==> src/rtl/muldiv_pkg.sv <==
// Shared types and operation-decode helpers for the iterative RV32M multiply/divide unit.
package muldiv_pkg;

    typedef enum logic [2:0] {
        OP_MUL    = 3'b000,
        OP_MULH   = 3'b001,
        OP_MULHSU = 3'b010,
        OP_MULHU  = 3'b011,
        OP_DIV    = 3'b100,
        OP_DIVU   = 3'b101,
        OP_REM    = 3'b110,
        OP_REMU   = 3'b111
    } op_e;

    typedef enum logic [1:0] {
        IDLE  = 2'd0,
        CALC  = 2'd1,
        FIXUP = 2'd2,
        DONE  = 2'd3
    } state_e;

    function automatic logic is_div(input op_e op);
        return op inside {OP_DIV, OP_DIVU, OP_REM, OP_REMU};
    endfunction

    function automatic logic is_rem(input op_e op);
        return op inside {OP_REM, OP_REMU};
    endfunction

    function automatic logic is_signed_a(input op_e op);
        return op inside {OP_MUL, OP_MULH, OP_MULHSU, OP_DIV, OP_REM};
    endfunction

    function automatic logic is_signed_b(input op_e op);
        return op inside {OP_MUL, OP_MULH, OP_DIV, OP_REM};
    endfunction

endpackage

==> src/rtl/muldiv_step.sv <==
// One radix-2 iteration on the 2*WIDTH+1 accumulator: shift-add multiply or restoring divide.
module muldiv_step
    import muldiv_pkg::*;
#(
    parameter int WIDTH = 32
) (
    input  logic [2*WIDTH:0] acc,
    input  logic [WIDTH-1:0] operand,
    input  logic             div_mode,
    output logic [2*WIDTH:0] acc_next
);

    logic [WIDTH:0]   sum;
    logic [WIDTH:0]   diff;
    logic [2*WIDTH:0] sh;

    // Multiply: low half holds the multiplier, shifted out LSB first.
    // Divide: remainder in the high half, quotient bits enter at the LSB.
    always_comb begin
        sum      = acc[2*WIDTH:WIDTH] + (acc[0] ? {1'b0, operand} : '0);
        sh       = {acc[2*WIDTH-1:0], 1'b0};
        diff     = sh[2*WIDTH:WIDTH] - {1'b0, operand};
        acc_next = {1'b0, sum, acc[WIDTH-1:1]};
        if (div_mode) begin
            if (sh[2*WIDTH:WIDTH] >= {1'b0, operand}) begin
                acc_next = {diff, sh[WIDTH-1:1], 1'b1};
            end else begin
                acc_next = sh;
            end
        end
    end

endmodule

==> src/rtl/muldiv_unit.sv <==
// Multi-cycle RV32M multiply/divide unit: magnitude iteration, sign fixup, result handshake.
// Handshake: a request is taken on an edge with in_valid && in_ready && !flush; a result is
// taken on an edge with out_valid && out_ready, and out_valid/result hold until then.
module muldiv_unit
    import muldiv_pkg::*;
#(
    parameter  int WIDTH = 32,
    localparam int CNT_W = $clog2(WIDTH) + 1
) (
    input  logic             clk,
    input  logic             rst_n,
    input  logic             in_valid,
    output logic             in_ready,
    input  logic [2:0]       op,
    input  logic [WIDTH-1:0] src_a,
    input  logic [WIDTH-1:0] src_b,
    input  logic             flush,
    output logic             out_valid,
    input  logic             out_ready,
    output logic [WIDTH-1:0] result,
    output logic             busy
);

    localparam logic [WIDTH-1:0] MIN_INT = {1'b1, {(WIDTH-1){1'b0}}};

    state_e             state, state_next;
    op_e                op_in, op_q;
    logic [CNT_W-1:0]   cnt;
    logic [2*WIDTH:0]   acc, acc_step;
    logic [WIDTH-1:0]   mag_a, mag_b, res_q;
    logic [WIDTH-1:0]   abs_a, abs_b, fast_res, fix_res, quo, rem;
    logic [2*WIDTH-1:0] prod;
    logic               neg_a, neg_b, sign_a_in, sign_b_in;
    logic               accept, div_zero, div_ovf, fast;

    assign op_in     = op_e'(op);
    assign accept    = in_valid && (state == IDLE) && !flush;
    assign in_ready  = (state == IDLE);
    assign out_valid = (state == DONE);
    assign busy      = (state != IDLE);
    assign result    = res_q;

    always_comb begin
        sign_a_in = is_signed_a(op_in) && src_a[WIDTH-1];
        sign_b_in = is_signed_b(op_in) && src_b[WIDTH-1];
        abs_a     = sign_a_in ? -src_a : src_a;
        abs_b     = sign_b_in ? -src_b : src_b;
        div_zero  = (src_b == '0);
        div_ovf   = is_signed_b(op_in) && (src_a == MIN_INT) && (src_b == '1);
        fast      = is_div(op_in) && (div_zero || div_ovf);
        if (is_rem(op_in)) begin
            fast_res = div_zero ? src_a : '0;
        end else begin
            fast_res = div_zero ? '1 : src_a;
        end
    end

    muldiv_step #(.WIDTH(WIDTH)) u_step (
        .acc      (acc),
        .operand  (is_div(op_q) ? mag_b : mag_a),
        .div_mode (is_div(op_q)),
        .acc_next (acc_step)
    );

    // Sign correction: product and quotient follow the XOR of operand signs, remainder the dividend.
    always_comb begin
        prod = acc[2*WIDTH-1:0];
        quo  = acc[WIDTH-1:0];
        rem  = acc[2*WIDTH-1:WIDTH];
        if (neg_a ^ neg_b) begin
            prod = -prod;
            quo  = -quo;
        end
        if (neg_a) begin
            rem = -rem;
        end
        case (op_q)
            OP_MUL:                      fix_res = prod[WIDTH-1:0];
            OP_MULH, OP_MULHSU, OP_MULHU: fix_res = prod[2*WIDTH-1:WIDTH];
            OP_DIV, OP_DIVU:             fix_res = quo;
            default:                     fix_res = rem;
        endcase
    end

    always_comb begin
        state_next = state;
        case (state)
            IDLE:    if (accept) state_next = fast ? DONE : CALC;
            CALC:    if (cnt == CNT_W'(1)) state_next = FIXUP;
            FIXUP:   state_next = DONE;
            DONE:    if (out_ready) state_next = IDLE;
            default: state_next = IDLE;
        endcase
        if (flush) begin
            state_next = IDLE;
        end
    end

    always_ff @(posedge clk or negedge rst_n) begin
        if (!rst_n) begin
            state <= IDLE;
            op_q  <= OP_MUL;
            cnt   <= '0;
            acc   <= '0;
            mag_a <= '0;
            mag_b <= '0;
            neg_a <= 1'b0;
            neg_b <= 1'b0;
            res_q <= '0;
        end else begin
            state <= state_next;
            case (state)
                IDLE: begin
                    if (accept) begin
                        op_q  <= op_in;
                        neg_a <= sign_a_in;
                        neg_b <= sign_b_in;
                        mag_a <= abs_a;
                        mag_b <= abs_b;
                        cnt   <= CNT_W'(WIDTH);
                        acc   <= {{(WIDTH+1){1'b0}}, is_div(op_in) ? abs_a : abs_b};
                        if (fast) begin
                            res_q <= fast_res;
                        end
                    end
                end
                CALC: begin
                    acc <= acc_step;
                    cnt <= cnt - CNT_W'(1);
                end
                FIXUP: begin
                    if (!flush) begin
                        res_q <= fix_res;
                    end
                end
                default: ;
            endcase
        end
    end

endmodule

==> config.mk <==
export PLATFORM = sky130hd
export DESIGN_NAME = muldiv_unit
export DESIGN_NICKNAME = d
export VERILOG_FILES = /design/src/rtl/muldiv_pkg.sv /design/src/rtl/muldiv_step.sv /design/src/rtl/muldiv_unit.sv
export SDC_FILE = /design/constraint.sdc
export NUM_CORES = 1
export LEC_CHECK = 0
export CORE_ASPECT_RATIO = 1.75
export CORE_MARGIN = 1.5
export CORE_UTILIZATION = 66
export DETAILED_ROUTE_END_ITERATION = 12
export PLACE_DENSITY = 0.92
export SLEW_MARGIN = 20
export SYNTH_ARGS = -nofsm -noshare
export SYNTH_HDL_FRONTEND = slang
export SYNTH_SLANG_ARGS = --single-unit
==> constraint.sdc <==
create_clock -name clk -period 11.8 [get_ports clk]
set_input_delay 3.54 -clock clk [delete_from_list [all_inputs] [get_ports clk]]
set_output_delay 3.54 -clock clk [all_outputs]
set_load 0.02 [all_outputs]
==> results.ini <==
[global_routing]
grt_use_total_pct = 49.9
antenna_found_initial = 2
met2_usage_pct = 79.6
grt_max_degree = 113
grt_pass1_vias = 17200
busiest_layer = met2
grt_use_met3_pct = 16.0
overflow = 0
use_met1_pct = 50.3
grt_pass1_wl_um = 96300

[setup_path]
start_kind = input pin
crit_path_max_fanout = 64
required_ps = 12110
cp.arrival_ps = 7160
crit_type = in -> reg
endpoint_kind = flip-flop

[run]
maxCapViolCount = 0

[timing]
max_slew_margin_pct = 13.5
period_share_pct = 58.0
period_minus_slack_ps = 6850
tns_ps = 0
rsz0062_at_grt = no
slew_viol_final = 0
tightest_slew_ps = 1290
setup_viol = 0
finClkSkew_ps = 13.0
timing.fmax_mhz = 146
hold_viol_final = 0

[place]
place_area_um2 = 17400
hpwl_um = 46800
portBuffers = 106
gp_congestion = 1.06
placed_cells_incl_taps = 2380

[worst_hold_path]
holdCritPathClass = reg -> reg

[yosys]
synthFlopType = dfrtp_1
yosysTopAreaCell = dfrtp_1
synth_enable_flop_cells = 0
postSynth.asyncResetShare_pct = 100
synthCells = 2093
syn-num-nets = 2242
synth_area_per_cell_um2 = 7.82
ys_ff_latch = 174
syn_area_um2 = 16400
yosys-top-cells-area = dfrtp_1 27%, a21oi_1 6.4%, ha_1 5.7%, o21ai_0 5.7%, xnor2_1 5.3%
yosysSeqAreaShare_pct = 26.6
ys_warn_count = 0
synth_cell_types = 82
synth_top_area_share_pct = 26.6

[pwr]
p_per_area_nw_per_um2 = 354
p_leak_nw = 7.56
power_mw = 6.38
peakVddDrop_v = 0.000219

[status]
status = finished, final reports clean

[cts]
cts_sinks = 174
cts_buffer_depth = 2
holdBufCountCts = 0
clkTransAtPathRegs_ps = 70
postCtsSetupRepairBufs = 0
cts_resized = 0
cts_buffers = 17
cts_tree = done
clockRootBuffer = clkbuf_16
htree_num_levels = 4
clk_latency_ps = 480

[detailed_routing]
wl_um = 63200
post-route-drc-count = 0
detail-route-antenna-nets = 0
post_drt_wl_per_cell_um = 26.2
avgViaCountPerCell = 7.26
drtIter0Drc = 2086
first_pass_iters = 6
num_vias = 17500

[layout]
area_growth_pct = 10.3
drive_gt1_share_pct = 7.00
layout_common_cells = 209 x a21oi_1, 201 x nor2_1, 199 x nand2_1
nets = 2236
final_common_cell = a21oi_1
finalNonFillerCells = 2413
fin_area_um2 = 18000
fin_util_pct = 73.6

[floorplanning]
die_area_um2 = 25800
dieHeight_um = 211
ioPinCount = 107
initial_utilization_pct = 66.7
rows = 76
die-width_um = 122
core_um2 = 24500

[flip-flops by register name, indices dropped and copies added, names as in the netlist]
register  count
state         2
op_q          3
acc          65
result       32
neg_b         1
mag_a        32
neg_a         1
mag_b        32
cnt           6
[layout make-up]
class | count | area (um^2)
antenna | 1 | 2.50
clock buffer | 17 | 425
clock inverter | 15 | 199
fill | 1861 | 6480
inverter | 41 | 154
multi-input combinational | 1728 | 11300
sequential | 174 | 4360
tap | 312 | 390
timing repair buffer | 125 | 1200
[synthesized netlist by cell type (7+ instances only)]
| library cell | number |
|---|---|
| a211oi_1 | 40 |
| a21o_1 | 29 |
| a21oi_1 | 210 |
| a22o_1 | 10 |
| a22oi_1 | 15 |
| a31oi_1 | 30 |
| and2_1 | 9 |
| and3_1 | 9 |
| buf_1 | 10 |
| buf_2 | 12 |
| clkbuf_1 | 126 |
| dfrtp_1 | 174 |
| ha_1 | 75 |
| inv_1 | 41 |
| maj3_1 | 11 |
| mux2_2 | 59 |
| mux2i_1 | 58 |
| nand2_1 | 199 |
| nand2b_1 | 24 |
| nand3_1 | 38 |
| nand4_1 | 25 |
| nor2_1 | 201 |
| nor2b_1 | 13 |
| nor3_1 | 57 |
| nor3b_1 | 7 |
| nor4_1 | 16 |
| o211ai_1 | 18 |
| o21a_1 | 10 |
| o21ai_0 | 187 |
| o221ai_1 | 13 |
| o22ai_1 | 8 |
| o31ai_1 | 38 |
| o41ai_1 | 11 |
| or2_2 | 8 |
| or3_1 | 20 |
| or4_1 | 7 |
| xnor2_1 | 99 |
| xor2_1 | 85 |
[worst max-delay path: stages]
cell and delay (ps):
clkdlybuf4s50_1 530, nor3_1 300, nor3b_1 380, nand3_1 240
or3_1 440, nor3_1 380, a41oi_1 180, nand4b_1 230
a21o_2 550, nand2_1 210, o21ai_0 110
[through the flow]
step | hold WS, ps | setup WS, ps
3_3_place_gp | 459 | 4640
2_1_floorplan | 444 | 5720
3_5_place_dp | 470 | 4530
4_1_cts | 486 | 5010
6_report | 484 | 4950
5_1_grt | 512 | 4630
[routing by layer]
metal	share of wire [%]	vias to the layer above
met5	0.021	-
met4	11	2
met3	11	458
met2	46	1292
met1	32	8138
li1	-	7628
[where the power goes]
| part | switching, mW | internal (mW) |
|---|---|---|
| Clock | 0.309 | 0.288 |
| Sequential | 0.474 | 0.862 |
| Combinational | 2.77 | 1.68 |
| Total | 3.56 | 2.83 |
[logic make-up after synthesis]
group,share of synthesized area (%)
xor+xnor,9.95
buf+inv,4.56
flops,26.6
mux,7.61
simple gates,19.3
compound gates,25.3
fa+ha+maj,6.65
[path summary, 6_finish.rpt]
check	start	to	slack (ps)	depth (start not counted)
max	src_a[7]	result[0]	4950	11
min	result[7]	result[7]	480	2
max reg2reg	op_q[2]	acc[58]	4970	14
min reg2reg	result[7]	result[7]	480	2
max in group asynchronous	rst_n	op_q[2]	6920	2
min in group asynchronous	rst_n	acc[57]	3190	1
Note: power is estimated with default switching activity, not from simulation.
